$ cat config.mk
export PLATFORM = sky130hd
export DESIGN_NAME = multicycle_ctrl
export DESIGN_NICKNAME = d
export VERILOG_FILES = /design/src/rtl/multicycle_ctrl_pkg.sv /design/src/rtl/multicycle_ctrl_next_pc_class.sv /design/src/rtl/multicycle_ctrl.sv
export SDC_FILE = /design/constraint.sdc
export NUM_CORES = 1
export LEC_CHECK = 0
export CAP_MARGIN = 20
export CORE_UTILIZATION = 38
export DETAILED_ROUTE_END_ITERATION = 6
export PLACE_DENSITY = 0.81
export SETUP_SLACK_MARGIN = 0.4
export SLEW_MARGIN = 20
export SYNTH_ARGS = -nofsm -noshare
export SYNTH_HDL_FRONTEND = slang
export SYNTH_SLANG_ARGS = --single-unit
$ cat constraint.sdc
create_clock -name clk -period 1.7 [get_ports clk]
set_clock_uncertainty 0.2 [all_clocks]
set_input_delay 0.34 -clock clk [delete_from_list [all_inputs] [get_ports clk]]
set_output_delay 0.34 -clock clk [all_outputs]
set_load 0.05 [all_outputs]
$ cat src/rtl/multicycle_ctrl_pkg.sv
// Shared definitions for the multicycle control sequencer: state encoding,
// PC-select encodings, opcode constants and next-PC class encoding.
package ctrl_pkg;

    // Sequencer states, 3-bit encoding
    typedef enum logic [2:0] {
        ST_RESET  = 3'd0,
        ST_FETCH  = 3'd1,
        ST_EXEC   = 3'd2,
        ST_PC_INC = 3'd3,
        ST_PC_BR  = 3'd4,
        ST_PC_JMP = 3'd5,
        ST_HALT   = 3'd6,
        ST_ERR    = 3'd7
    } state_t;

    // PC select encodings
    localparam logic [1:0] PS_HOLD = 2'b00;
    localparam logic [1:0] PS_INC  = 2'b01;
    localparam logic [1:0] PS_BR   = 2'b10;
    localparam logic [1:0] PS_JMP  = 2'b11;

    // Opcodes with sequencing significance (opcode[3]=0 are plain ALU ops)
    localparam logic [3:0] OP_LD  = 4'b1000;
    localparam logic [3:0] OP_ST  = 4'b1001;
    localparam logic [3:0] OP_LI  = 4'b1010;
    localparam logic [3:0] OP_BZ  = 4'b1011;
    localparam logic [3:0] OP_BNZ = 4'b1100;
    localparam logic [3:0] OP_BR1 = 4'b1101;
    localparam logic [3:0] OP_BR2 = 4'b1110;
    localparam logic [3:0] OP_SYS = 4'b1111;

    // What happens to the PC after an instruction completes
    typedef enum logic [1:0] {
        CLS_INC  = 2'd0,
        CLS_BR   = 2'd1,
        CLS_JMP  = 2'd2,
        CLS_HALT = 2'd3
    } pc_class_t;

    // Loads and stores are the only instructions that touch memory in EXEC
    function automatic logic is_mem_op(input logic [3:0] op);
        return (op == OP_LD) || (op == OP_ST);
    endfunction

endpackage

$ cat src/rtl/multicycle_ctrl_next_pc_class.sv
// Combinational classifier: decides how the PC moves after the current
// instruction, whether the instruction is a memory access, and whether the
// SYS opcode carries an unsupported DA qualifier.
module ctrl_next_pc_class
    import ctrl_pkg::*;
#(
    parameter int DA_W = 4
) (
    input  logic [3:0]      opcode_i,
    input  logic [DA_W-1:0] da_i,
    input  logic            zero_flag_i,
    output logic [1:0]      cls_o,
    output logic            illegal_o,
    output logic            is_mem_o
);

    // Opcode/flag decode into a next-PC class
    always_comb begin
        cls_o     = CLS_INC;
        illegal_o = 1'b0;
        is_mem_o  = is_mem_op(opcode_i);
        if (opcode_i[3]) begin
            case (opcode_i)
                OP_BZ:          cls_o = zero_flag_i ? CLS_BR : CLS_INC;
                OP_BNZ:         cls_o = zero_flag_i ? CLS_INC : CLS_BR;
                OP_BR1, OP_BR2: cls_o = CLS_BR;
                OP_SYS: begin
                    if (da_i == '0) begin
                        cls_o = CLS_JMP;
                    end else if (da_i == '1) begin
                        cls_o = CLS_HALT;
                    end else begin
                        // Unknown SYS variant: flag it and carry on sequentially
                        cls_o     = CLS_INC;
                        illegal_o = 1'b1;
                    end
                end
                default:        cls_o = CLS_INC;
            endcase
        end
    end

endmodule

$ cat src/rtl/multicycle_ctrl.sv
// Multicycle control sequencer: RESET -> FETCH -> EXEC -> PC update -> FETCH,
// with memory wait-state handshaking, a wait timeout into a terminal ERR
// state, a sticky illegal-opcode flag and an optional retired-instruction
// counter enabled by defining MULTICYCLE_CTRL_PERF_CNT_EN.
// Handshake: in FETCH and in EXEC of a load/store, mem_req is held high and
// the access completes in the first cycle mem_ready is sampled high; the
// controller never drops mem_req before that cycle (except on timeout/reset).
// dbg_state exposes the current state for checkers and debug.
module multicycle_ctrl
    import ctrl_pkg::*;
#(
    parameter int DA_W     = 4,
    parameter int WAIT_MAX = 15,
    parameter int CNT_W    = 16
) (
    input  logic             clk,
    input  logic             reset,
    input  logic [3:0]       opcode,
    input  logic [DA_W-1:0]  DA,
    input  logic             zero_flag,
    input  logic             rw_dec,
    input  logic             mem_ready,
    output logic [1:0]       PS,
    output logic             IL,
    output logic             MM,
    output logic             RW,
    output logic             mem_req,
    output logic             done,
    output logic             err,
    output logic             illegal,
    output logic [CNT_W-1:0] instr_cnt,
    output logic [2:0]       dbg_state
);

    localparam int WAIT_W = $clog2(WAIT_MAX + 1);
    // Last tolerated wait count: one more low cycle from here is a timeout
    localparam logic [WAIT_W-1:0] WAIT_LAST = WAIT_W'(WAIT_MAX - 1);
    localparam logic [WAIT_W-1:0] WAIT_SAT  = WAIT_W'(WAIT_MAX);

    state_t            state_q, state_d;
    logic [WAIT_W-1:0] wait_q, wait_d;
    logic              illegal_q, illegal_d;

    logic [1:0]        cls_raw;
    pc_class_t         cls;
    logic              cls_illegal;
    logic              is_mem;
    logic              exec_done;

    ctrl_next_pc_class #(
        .DA_W (DA_W)
    ) u_class (
        .opcode_i    (opcode),
        .da_i        (DA),
        .zero_flag_i (zero_flag),
        .cls_o       (cls_raw),
        .illegal_o   (cls_illegal),
        .is_mem_o    (is_mem)
    );

    assign cls = pc_class_t'(cls_raw);

    // EXEC finishes when a non-memory op is seen or memory signals ready
    assign exec_done = (state_q == ST_EXEC) && (!is_mem || mem_ready);

    // Next-state, wait-counter and illegal-flag logic
    always_comb begin
        state_d   = state_q;
        wait_d    = '0;
        illegal_d = illegal_q;
        case (state_q)
            ST_RESET: state_d = ST_FETCH;
            ST_FETCH: begin
                if (mem_ready) begin
                    state_d = ST_EXEC;
                end else if (wait_q == WAIT_LAST) begin
                    state_d = ST_ERR;
                end else begin
                    wait_d = (wait_q == WAIT_SAT) ? wait_q : wait_q + WAIT_W'(1);
                end
            end
            ST_EXEC: begin
                if (exec_done) begin
                    illegal_d = illegal_q | cls_illegal;
                    case (cls)
                        CLS_BR:   state_d = ST_PC_BR;
                        CLS_JMP:  state_d = ST_PC_JMP;
                        CLS_HALT: state_d = ST_HALT;
                        default:  state_d = ST_PC_INC;
                    endcase
                end else if (wait_q == WAIT_LAST) begin
                    state_d = ST_ERR;
                end else begin
                    wait_d = (wait_q == WAIT_SAT) ? wait_q : wait_q + WAIT_W'(1);
                end
            end
            ST_PC_INC, ST_PC_BR, ST_PC_JMP: state_d = ST_FETCH;
            default: state_d = state_q;  // HALT and ERR are terminal
        endcase
    end

    // State register with asynchronous abort on reset
    always_ff @(posedge clk or posedge reset) begin
        if (reset) begin
            state_q   <= ST_RESET;
            wait_q    <= '0;
            illegal_q <= 1'b0;
        end else begin
            state_q   <= state_d;
            wait_q    <= wait_d;
            illegal_q <= illegal_d;
        end
    end

    // Datapath control outputs decoded from state and current inputs
    always_comb begin
        PS      = PS_HOLD;
        IL      = 1'b0;
        MM      = 1'b1;
        RW      = 1'b0;
        mem_req = 1'b0;
        done    = 1'b0;
        err     = 1'b0;
        case (state_q)
            ST_FETCH: begin
                mem_req = 1'b1;
                IL      = mem_ready;
            end
            ST_EXEC: begin
                MM      = 1'b0;
                mem_req = is_mem;
                RW      = rw_dec & exec_done;
            end
            ST_PC_INC: PS = PS_INC;
            ST_PC_BR:  PS = PS_BR;
            ST_PC_JMP: PS = PS_JMP;
            ST_HALT:   done = 1'b1;
            ST_ERR: begin
                done = 1'b1;
                err  = 1'b1;
            end
            default: ;
        endcase
    end

    assign illegal   = illegal_q;
    assign dbg_state = state_q;

`ifdef MULTICYCLE_CTRL_PERF_CNT_EN
    logic [CNT_W-1:0] cnt_q;

    // Retired-instruction counter; no completions happen in HALT/ERR
    always_ff @(posedge clk or posedge reset) begin
        if (reset) begin
            cnt_q <= '0;
        end else if (exec_done) begin
            cnt_q <= cnt_q + CNT_W'(1);
        end
    end

    assign instr_cnt = cnt_q;
`else
    assign instr_cnt = '0;
`endif

endmodule
==> results by group <==
Detailed routing
  • Drt total wl: 2630 µm
  • Number of detailed-route iterations in the first pass: 4
  • WL/cell: 15.6 µm
  • Drt drc: 0
  • Post-DRT Antenna Nets: 0
  • DR vias: 844
  • Vias per inst: 5.02
  • Starting DRT DRC Count: 10

STA
  • Post-route setup TNS: -1030 ps
  • Slew Viols, Final: 0
  • Final Hold Slack: 120 ps
  • Max Freq: 0.530 GHz
  • Final hold violation count: 0
  • Final worst slack: -186 ps
  • Minimum clock period: 1890 ps
  • Endpoints failing setup: 10
  • Tcrit/Tclk final: 111%
  • RSZ-0062 raised after global routing: yes

Global routing
  • Overflow after GRT: 0
  • Total track usage: 25.1%
  • First-pass GRT wire length: 3720 µm
  • Vias in the first global route: 850
  • Largest net degree at the start of global routing: 9
  • Initial antenna violation count: 0

Critical path
  • CP Launch Type: flop
  • CP Capture Type: output port
  • CP max stage delay: 430 ps
  • Worst EP required: 1160 ps
  • Critical path origin: dbg_state[1]
  • RR Startpoint: dbg_state[1]
  • CP arrival: 1350 ps
  • Critical-path top delay cell: dfrtp_2
  • CP max FO: 5
  • Setup CP Type: reg -> out
  • Worst-path cell chain: nor2b_4 > nand2b_4 > nor2_4 > and2_4 > buf_8

Yosys
  • EDFF count, synth: 0
  • Netlist cell types: 36
  • Syn_area_per_cell: 8.86 µm²
  • Ys async rst share: 100%
  • Top post-synthesis cells by count: buf_4, dfrtp_1, and2_1, nand2b_1
  • Seq/Total Area, Yosys: 27.2%
  • Yosys warns: 0
  • #FFs+latches synth: 8
  • Cell taking the most area after synthesis: dfrtp_1
  • Most numerous cell in the Yosys netlist: buf_4
  • Primary FF master, synth: dfrtp_1
  • Post-Syn Instances: 83
  • Share of the synthesized area in the top cell type: 27.2%
  • Syn Std Cell Area: 736 µm²
  • Largest cells by area after synthesis: dfrtp_1, buf_4, ha_1

Clock network
  • CTS tree: done
  • Worst-path clk slew: 60 ps
  • CTS H-tree depth: 1
  • Clk_lat worst skew: 260 ps
  • TritonCTS Buffers: 3
  • Max clock buf depth: 2
  • Clock Sinks: 8
  • CTS Root Cell: clkbuf_4

Floorplan
  • Std cell rows: 15
  • Std-Cell Core Area: 1760 µm²
  • Die Y: 46 µm
  • Full die area: 2120 µm²
  • Initial Utilization: 41.7%
  • Die width: 46 µm
  • # IOs: 41

Place
  • Placed Cells: 140
  • Area post-placement: 1190 µm²
  • Post-detail-place hpwl: 1540 µm
  • Port-buffer cells: 24
  • GPL Wtd Cong: 0.804
  • Dpl ws: -636 ps

Power and ir drop
  • Sw power: 0.926 mW
  • Total Power: 2.07 mW
  • Power Internal: 1.15 mW
  • Leak Pwr: 0.742 nW
  • Peak supply drop: 869 µV
  • Power share of the clock group: 7.7%
  • Combinational group share of total power: 77.1%
  • P per Cell Area: 1350 nW/µm²
  • Flop pwr share: 15.2%
  • Net Sw Frac: 44.6%

Cells and area
  • Diodes inserted: 0
  • Net count, final: 160
  • Area delta synth->final: 110%
  • Design Area, Final: 1540 µm²
  • Final Non-Filler Cells: 168
  • Layout cells sized above 1: 62.9%
  • Final core occ: 87.4%

Status
  • Outcome: finished, violations left
  • Failing checks: setup timing

Job
  • Max-Cap Viols: 0

Hold path
  • Hold Crit Class: in -> async
kinds of logic (layout without fill, tap and decap cells):
family | count (synthesis) | after routing | synth area share [%]
fa+ha+maj | 3 | 3 | 5.10
xor+xnor | 1 | 1 | 1.19
other cells | 1 | 16 | 0.510
buf+inv | 20 | 65 | 18.4
mux | 1 | 1 | 1.36
compound gates | 14 | 14 | 14.1
simple gates | 35 | 35 | 32.1
flops | 8 | 8 | 27.2
path summary, 6_finish.rpt:
path	endpoint	slack, ps	depth (start not counted)
min in group clk	illegal	370	4
worst min-delay path	wait_q[2]	120	2
worst max register to register	wait_q[3]	60	6
max in group asynchronous	dbg_state[0]	920	2
worst max-delay path	RW	-190	5
worst min register to register	illegal	450	2
routing by layer:
metal	GRT usage [%]	vias up	part of all wire, %
li1	-	388	-
met2	48.5	38	56
met5	0	-	0
met1	24.6	406	35
met3	4.37	12	4.3
met4	13.5	0	4.6
area by class of cell:
cell class | count | area [µm²]
repair buffers | 58 | 648
multi-input cells | 70 | 621
fillers | 94 | 223
flip-flops and latches | 8 | 204
well taps | 25 | 31.3
clock buffers | 4 | 26.3
inverters | 3 | 11.3
state kept, by name, indices dropped and copies added (netlist names):
register,flops
dbg_state,3
illegal,1
wait_q,4
critical path, delay by kind of cell, from the launching register on:
family	cells	cell delay, ps
buffers and inverters	1	130
flip-flops	1	430
AND/OR/NAND/NOR	4	530
cells in the final DEF (no fill, tap or decap), types with 2 or more instances in the layout:
| cell | count |
|---|---|
| nand2_2 | 2 |
| clkdlybuf4s50_1 | 2 |
| ha_4 | 2 |
| buf_6 | 18 |
| conb_1 | 16 |
| and2_4 | 3 |
| inv_2 | 2 |
| nand4_1 | 2 |
| o21ai_2 | 2 |
| buf_4 | 19 |
| buf_12 | 11 |
| clkbuf_4 | 3 |
| o21a_4 | 2 |
| nand3_1 | 2 |
| dlygate4sd2_1 | 2 |
| dfrtp_1 | 5 |
| and3_4 | 2 |
| dfrtp_2 | 3 |
| o211a_1 | 2 |
| nor2b_4 | 3 |
| nand2b_4 | 3 |
| nand3b_1 | 2 |
| buf_2 | 4 |
| nor2_4 | 4 |
power groups by stage:
| stage | logic [mW] | registers [mW] | clock network, mW |
|---|---|---|---|
| global route | 1.67 | 0.323 | 0.175 |
| CTS | 1.41 | 0.301 | 0.166 |
| global placement | 1.18 | 0.303 | 0 |
| floorplan | 0.598 | 0.423 | 0 |
| finish | 1.60 | 0.316 | 0.159 |
| detailed placement | 1.21 | 0.309 | 0 |
repair_timing:
action,4_1_cts,5_1_grt
hold buffers,0,0
setup endpoints to repair,20,20
setup buffers,15,9
resized for setup,58,18
pin swaps,12,11
No activity file was read; power rests on OpenSTA's default activity.
